<file path="config.mk">
export PLATFORM = sky130hd
export DESIGN_NAME = keypad_entry_ctrl_flat
export DESIGN_NICKNAME = d
export VERILOG_FILES = /design/src/rtl/keypad_entry_if.sv /design/src/rtl/keypad_entry_ctrl.sv /design/src/flat_wrapper.sv
export SDC_FILE = /design/constraint.sdc
export NUM_CORES = 1
export LEC_CHECK = 0
export ABC_AREA = 1
export ABC_CLOCK_PERIOD_IN_PS = 1300
export CELL_PAD_IN_SITES_DETAIL_PLACEMENT = 0
export CELL_PAD_IN_SITES_GLOBAL_PLACEMENT = 1
export CORE_MARGIN = 1
export CORE_UTILIZATION = 34
export DETAILED_ROUTE_END_ITERATION = 10
export PLACE_DENSITY = 0.75
export SYNTH_ARGS = -nofsm -noshare
export SYNTH_HDL_FRONTEND = slang
export SYNTH_SLANG_ARGS = --single-unit
</file>
<file path="constraint.sdc">
create_clock -name clk -period 1.3 [get_ports clk]
set_input_delay 0.195 -clock clk [delete_from_list [all_inputs] [get_ports clk]]
set_output_delay 0.195 -clock clk [all_outputs]
set_load 0.05 [all_outputs]
</file>
<file path="src/rtl/keypad_entry_if.sv">
// Keypad entry bus: decoded key inputs plus entry-buffer status outputs.
// master = keypad/host side, slave = keypad_entry_ctrl.
interface keypad_entry_if #(
  parameter int NUM_DIGITS = 3
);
  localparam int CW = (NUM_DIGITS > 1) ? $clog2(NUM_DIGITS) : 1;

  logic                    key_valid;
  logic [3:0]              key_code;
  logic [NUM_DIGITS*4-1:0] digits;
  logic [CW-1:0]           cursor;
  logic                    key_event;
  logic                    entry_done;
  logic                    timeout_clr;

  modport master (
    output key_valid, key_code,
    input  digits, cursor, key_event, entry_done, timeout_clr
  );

  modport slave (
    input  key_valid, key_code,
    output digits, cursor, key_event, entry_done, timeout_clr
  );
endinterface

</file>
<file path="src/rtl/keypad_entry_ctrl.sv">
// Keypad entry controller: debounced single-action-per-press digit entry
// buffer with clear ('*'), advance ('#') and optional auto-advance.
// Optional feature macro: ENTRY_TIMEOUT_EN -- inactivity timer that clears
// a partially entered buffer after TIMEOUT_CYCLES idle cycles.
module keypad_entry_ctrl #(
  parameter int NUM_DIGITS     = 3,
  parameter bit AUTO_ADVANCE   = 1'b0,
  parameter int RELEASE_CYCLES = 3,
  parameter int TIMEOUT_CYCLES = 50_000_000
) (
  input logic           clk,
  input logic           rst_n,
  keypad_entry_if.slave bus
);
  localparam int            CW       = (NUM_DIGITS > 1) ? $clog2(NUM_DIGITS) : 1;
  localparam logic [CW-1:0] LAST_IDX = CW'(NUM_DIGITS - 1);
  localparam logic [7:0]    REL_LAST = 8'(RELEASE_CYCLES - 1);

  typedef enum logic [1:0] {
    IDLE     = 2'd0,
    ACT      = 2'd1,
    WAIT_REL = 2'd2
  } state_e;

  state_e                  state_q, state_d;
  logic [3:0]              code_q, code_d;
  logic [7:0]              rel_cnt_q, rel_cnt_d;
  logic [NUM_DIGITS*4-1:0] digits_q, digits_d;
  logic [CW-1:0]           cursor_q, cursor_d;
  logic                    key_event_q, key_event_d;
  logic                    entry_done_q, entry_done_d;

  logic          accept_s;
  logic          wrap_s;
  logic [CW-1:0] cursor_inc_s;

  // A press is taken only when armed (IDLE) and the code is a real key.
  assign accept_s     = (state_q == IDLE) && bus.key_valid && (bus.key_code <= 4'd11);
  // Cursor advance wraps explicitly at the last slot rather than at 2^CW.
  assign wrap_s       = (cursor_q == LAST_IDX);
  assign cursor_inc_s = wrap_s ? '0 : cursor_q + 1'b1;

`ifdef ENTRY_TIMEOUT_EN
  localparam int          TW       = $clog2(TIMEOUT_CYCLES + 1);
  localparam logic [TW-1:0] TMO_LAST = TW'(TIMEOUT_CYCLES - 1);
  logic [TW-1:0] tmo_cnt_q, tmo_cnt_d;
  logic          timeout_clr_q, timeout_clr_d;
`endif

  // Next-state, buffer update and pulse generation.
  always_comb begin
    state_d      = state_q;
    code_d       = code_q;
    rel_cnt_d    = rel_cnt_q;
    digits_d     = digits_q;
    cursor_d     = cursor_q;
    key_event_d  = 1'b0;
    entry_done_d = 1'b0;
`ifdef ENTRY_TIMEOUT_EN
    tmo_cnt_d     = tmo_cnt_q;
    timeout_clr_d = 1'b0;
`endif
    case (state_q)
      IDLE: begin
        if (accept_s) begin
          code_d  = bus.key_code;
          state_d = ACT;
        end else begin
          state_d = IDLE;
        end
      end
      ACT: begin
        key_event_d = 1'b1;
        state_d     = WAIT_REL;
        rel_cnt_d   = 8'd0;
        if (code_q <= 4'd9) begin
          digits_d[{cursor_q, 2'b00} +: 4] = code_q;
          if (AUTO_ADVANCE) begin
            cursor_d     = cursor_inc_s;
            entry_done_d = wrap_s;
          end else begin
            cursor_d = cursor_q;
          end
        end else if (code_q == 4'd10) begin
          digits_d = '0;
          cursor_d = '0;
        end else begin
          cursor_d     = cursor_inc_s;
          entry_done_d = wrap_s;
        end
      end
      WAIT_REL: begin
        // Only an unbroken run of low samples re-arms the entry.
        if (bus.key_valid) begin
          rel_cnt_d = 8'd0;
        end else if (rel_cnt_q == REL_LAST) begin
          rel_cnt_d = 8'd0;
          state_d   = IDLE;
        end else begin
          rel_cnt_d = rel_cnt_q + 8'd1;
        end
      end
      default: begin
        state_d = WAIT_REL;
      end
    endcase
`ifdef ENTRY_TIMEOUT_EN
    // Accepted press reloads and so beats a simultaneous expiry.
    if (accept_s) begin
      tmo_cnt_d = '0;
    end else if (state_q == IDLE) begin
      if (tmo_cnt_q == TMO_LAST) begin
        tmo_cnt_d = '0;
        if ((|digits_q) || (cursor_q != '0)) begin
          digits_d      = '0;
          cursor_d      = '0;
          timeout_clr_d = 1'b1;
        end else begin
          timeout_clr_d = 1'b0;
        end
      end else begin
        tmo_cnt_d = tmo_cnt_q + 1'b1;
      end
    end else begin
      tmo_cnt_d = tmo_cnt_q;
    end
`endif
  end

  // State and output registers; reset parks in WAIT_REL so a held key is ignored.
  always_ff @(posedge clk) begin
    if (!rst_n) begin
      state_q      <= WAIT_REL;
      code_q       <= 4'd0;
      rel_cnt_q    <= 8'd0;
      digits_q     <= '0;
      cursor_q     <= '0;
      key_event_q  <= 1'b0;
      entry_done_q <= 1'b0;
    end else begin
      state_q      <= state_d;
      code_q       <= code_d;
      rel_cnt_q    <= rel_cnt_d;
      digits_q     <= digits_d;
      cursor_q     <= cursor_d;
      key_event_q  <= key_event_d;
      entry_done_q <= entry_done_d;
    end
  end

`ifdef ENTRY_TIMEOUT_EN
  // Inactivity timer registers.
  always_ff @(posedge clk) begin
    if (!rst_n) begin
      tmo_cnt_q     <= '0;
      timeout_clr_q <= 1'b0;
    end else begin
      tmo_cnt_q     <= tmo_cnt_d;
      timeout_clr_q <= timeout_clr_d;
    end
  end
  assign bus.timeout_clr = timeout_clr_q;
`else
  // No timer built: the comparison folds to a constant 0.
  assign bus.timeout_clr = (TIMEOUT_CYCLES < 0) ? 1'b1 : 1'b0;
`endif

  assign bus.digits     = digits_q;
  assign bus.cursor     = cursor_q;
  assign bus.key_event  = key_event_q;
  assign bus.entry_done = entry_done_q;
endmodule

</file>
<file path="src/flat_wrapper.sv">
// flat-port wrapper written by rule: the top's interface ports become plain ports
module keypad_entry_ctrl_flat 
#(
  parameter int NUM_DIGITS     = 3,
  parameter bit AUTO_ADVANCE   = 1'b0,
  parameter int RELEASE_CYCLES = 3,
  parameter int TIMEOUT_CYCLES = 50_000_000
)
  (clk, rst_n, bus_key_valid, bus_key_code, bus_digits, bus_cursor, bus_key_event, bus_entry_done, bus_timeout_clr);
  keypad_entry_if #(.NUM_DIGITS(NUM_DIGITS)) bus_i ();
  input logic clk;
  input logic rst_n;
  input wire logic [$bits(bus_i.key_valid)-1:0] bus_key_valid;
  input wire logic [$bits(bus_i.key_code)-1:0] bus_key_code;
  output wire logic [$bits(bus_i.digits)-1:0] bus_digits;
  output wire logic [$bits(bus_i.cursor)-1:0] bus_cursor;
  output wire logic [$bits(bus_i.key_event)-1:0] bus_key_event;
  output wire logic [$bits(bus_i.entry_done)-1:0] bus_entry_done;
  output wire logic [$bits(bus_i.timeout_clr)-1:0] bus_timeout_clr;
  assign bus_i.key_valid = bus_key_valid;
  assign bus_i.key_code = bus_key_code;
  assign bus_digits = bus_i.digits;
  assign bus_cursor = bus_i.cursor;
  assign bus_key_event = bus_i.key_event;
  assign bus_entry_done = bus_i.entry_done;
  assign bus_timeout_clr = bus_i.timeout_clr;
  keypad_entry_ctrl #(.NUM_DIGITS(NUM_DIGITS), .AUTO_ADVANCE(AUTO_ADVANCE), .RELEASE_CYCLES(RELEASE_CYCLES), .TIMEOUT_CYCLES(TIMEOUT_CYCLES)) u_core (.clk(clk), .rst_n(rst_n), .bus(bus_i));
endmodule
</file>
==> summary.txt <==
Synth
  – Commonest cells in the netlist: nand2_1 (55), nor2_1 (42), inv_1 (38), dfxtp_1 (30), nand3_1 (14)
  – Main synth FF type: dfxtp_1
  – Ranking of synthesized cells by area: dfxtp_1 (37%), nand2_1 (13%), nor2_1 (9.6%)
  – Top-area cell type share of the netlist area: 36.7%
  – Ys async rst share: 0%
  – Netlist Area Pre-Place: 1640 um^2
  – Area leader, netlist: dfxtp_1
  – Count leader, synth: nand2_1
  – Seq cells post-synth: 30
  – Synth Area per Inst: 6.96 um^2
  – Number of synthesized flops with an enable pin: 0
  – Unique cell type count in the Yosys netlist: 25
  – Post-synthesis sequential area ratio: 36.7%
  – Cells after synthesis: 235
  – Syn_nets: 252
  – YS warnings: 0

Floorplanning
  – Die Ht: 71.4 um
  – DIE AREA: ~5100 um^2
  – Core box area: about 4500 um^2
  – I/O pin count: 24
  – Starting Density: 36.3%
  – Num rows: 24
  – Die W: 71.4 um

Routing
  – # DRC: 2
  – Via count: 1,510
  – Vias/cell: 4.48
  – Routed length per instance: 10.1 um
  – DRT antenna net count: 0
  – DRT iter0 DRCs: 56
  – DRT Wirelength: 3400 um
  – First-pass iteration count of the detailed router: 7

Power and ir drop
  – Max IR drop VDD: 633 uV
  – Total Power: 2.38 mW
  – PD cells: 956 nW/um^2
  – Leak Pwr: ~1.1 nW

Global routing
  – Grt met2 use: 25.3%
  – First-pass GRT wire length: 6050 um
  – Grt total ovfl: 0
  – GR peak layer: met2
  – Antenna violations before repair: 0
  – Grt met3 use: ~4.6%
  – Total global-route track usage: 15.3%
  – GR Util met1: a little under a fifth
  – Vias in the first global route: about 1,400
  – Largest net degree at the start of global routing: 13

Worst setup path
  – Worst r2r src: u_core.bus.cursor[0]
  – Setup CP Type: reg2reg
  – Slowest cell on crit path: dfxtp_4
  – Startpoint types: register
  – Critical Path Stages: 8
  – CP cell instances: inv_4 -> ha_4 -> nand2_2 -> nor2_2 -> nand2_2 -> nor2_2 -> nor2_2 -> nor2_2
  – CP startpoint: u_core.bus.cursor[0]
  – Internal reg-to-reg setup slack: 40 ps
  – Critical Path End: u_core.bus.digits[11]
  – Critical path's top delay family: simple AND/OR/NAND/NOR gates
  – Arr. time, crit path: 1480 ps
  – Critical-path maximum fanout: 5
  – Data required, critical path: 1520 ps
  – WP buf/inv: 1
  – Most frequent CP cell: nor2_2
  – R2r endpoint: u_core.bus.digits[11]
  – Slowest cell delay on critical path: roughly 360 ps
  – Worst reg2reg path depth: 8
  – Critical Path End Type: register

Placed design
  – Routability cong.: roughly 0.83
  – HPWL Detailed: ~2600 um
  – Port Buffer Count: 22

Run status
  – Status: complete, but fails checks
  – Failing checks: DRC

Clock tree
  – Deepest clock path buffer count: 2
  – CTS HTree Levels: 2
  – Clk_lat worst skew: 280 ps
  – CTS Buf Count: 5
  – CTS tree: done
  – Clock Pin Slew Worst Setup and Hold Paths: 60 ps
  – Clk sinks: 30
  – CTS Root Buffer Type: clkbuf_8
  – # Post-CTS Setup Buffers: 0
  – Cts hold-fix bufs: 0

Layout
  – Final Util: approximately 55%
  – Layout cells sized above 1: between 30 and 40%
  – Area grow syn2layout: 52.1%
  – # nets final: roughly 300
  – Layout fillers: 436
  – Antenna cells: 0

STA
  – Unrepaired setup endpoints after global routing: true
  – Min Tclk post-route: 1260 ps
  – Setup TNS: 0 ps
  – Hold Vio Cnt, Final: 0
  – Hold_ws: 508 ps
  – Final setup vio count: 0
  – Period utilization: just under 100%
  – Max Clock Freq: 791 MHz
  – Slew Viols, Final: 0
  – Worst Clk Skew: about 2.8 ps

Hold path
  – Hold WC Path Type: reg2reg

Job
  – Max-cap violations: 0
worst register-to-register path, cell delays in order (launching register included):
cell	delay (ps)
dfxtp_4	360
inv_4	50
ha_4	280
nand2_2	50
nor2_2	100
nand2_2	110
nor2_2	150
nor2_2	40
nor2_2	70
cells by family (layout without fill, tap and decap cells):
kind of cell | count (synthesis) | after routing | synth area share [%]
and+or+nand+nor | 133 | 133 | 38.0
buffers and inverters | 43 | 93 | 10.3
DFF | 30 | 30 | 36.7
other | 1 | 1 | 0.229
xor gates and xnor gates | 6 | 6 | 3.21
adders and majority gates | 10 | 10 | 7.65
AOI/OAI and AO/OA | 12 | 12 | 3.90
flip-flops by register name (all words and copies together), names as in the netlist:
name and count:
u_core.bus.digits 12, u_core.code_q 4, u_core.rel_cnt_q 8, u_core.bus.cursor 2
u_core.bus.entry_done 1, u_core.state_q 2, u_core.bus.key_event 1
report_power, final:
group / internal (mW) / switching, mW
sequential: 0.981 / 0.0547
combinational: 0.311 / 0.339
clock: 0.368 / 0.326
final cells by class:
type / instances / area, um^2 / share of cell area (%)
Clock buffer: 7 / 76.3 / 3.07
Inverter: 40 / 154 / 6.18
Multi-Input combinational cell: 162 / 1000 / 40.3
Sequential cell: 30 / 613 / 24.6
Tap cell: 52 / 65.1 / 2.61
Timing Repair Buffer: 46 / 577 / 23.2
worst min-delay path by stage:
| stage | start | to | slack (ps) | depth (start not counted) |
|---|---|---|---|---|
| 2_1_floorplan | bus_key_code[1] | u_core.code_q[1] | 360 | 2 |
| 3_3_place_gp | u_core.code_q[0] | u_core.code_q[0] | 510 | 2 |
| 3_5_place_dp | u_core.code_q[0] | u_core.code_q[0] | 510 | 2 |
| 4_1_cts | u_core.code_q[0] | u_core.code_q[0] | 520 | 2 |
| 5_1_grt | u_core.code_q[0] | u_core.code_q[0] | 540 | 2 |
| 6_report | u_core.code_q[0] | u_core.code_q[0] | 510 | 2 |
per-stage QoR:
stage	cell area, um^2	setup WS [ps]	std cells
2_1_floorplan	1670	-135	235
3_3_place_gp	2290	-36.1	330
3_5_place_dp	2290	-39.9	330
4_1_cts	2390	18.3	337
5_1_grt	2490	-35.1	337
6_report	2490	35.3	337
layout by cell type (no fill, tap or decap), drive strengths merged:
master | Yosys | layout
xor2 | 5 | 5
xnor2 | 1 | 1
nor3 | 7 | 7
buf | 3 | 40
conb | 1 | 1
nand4 | 2 | 2
dfxtp | 30 | 30
clkinv | 1 | 1
o21ai | 6 | 6
nor3b | 1 | 1
ha | 10 | 10
nand3 | 17 | 17
inv | 39 | 39
clkdlybuf4s50 | 0 | 6
clkbuf | 0 | 7
nor2 | 50 | 50
nand2 | 56 | 56
a21oi | 6 | 6
metal layers:
metal / routed length [um] / part of all wire [%]
met2: 1650 / 49
met3: 118 / 3.5
met5: 0 / 0
met1: 1580 / 47
met4: 48 / 1.4
repair_timing:
action | in CTS | in global routing
pin swaps | 1 | 19
setup endpoints to repair | 7 | 20
resized for setup | 5 | 35
(Power assumes the default switching activity.)
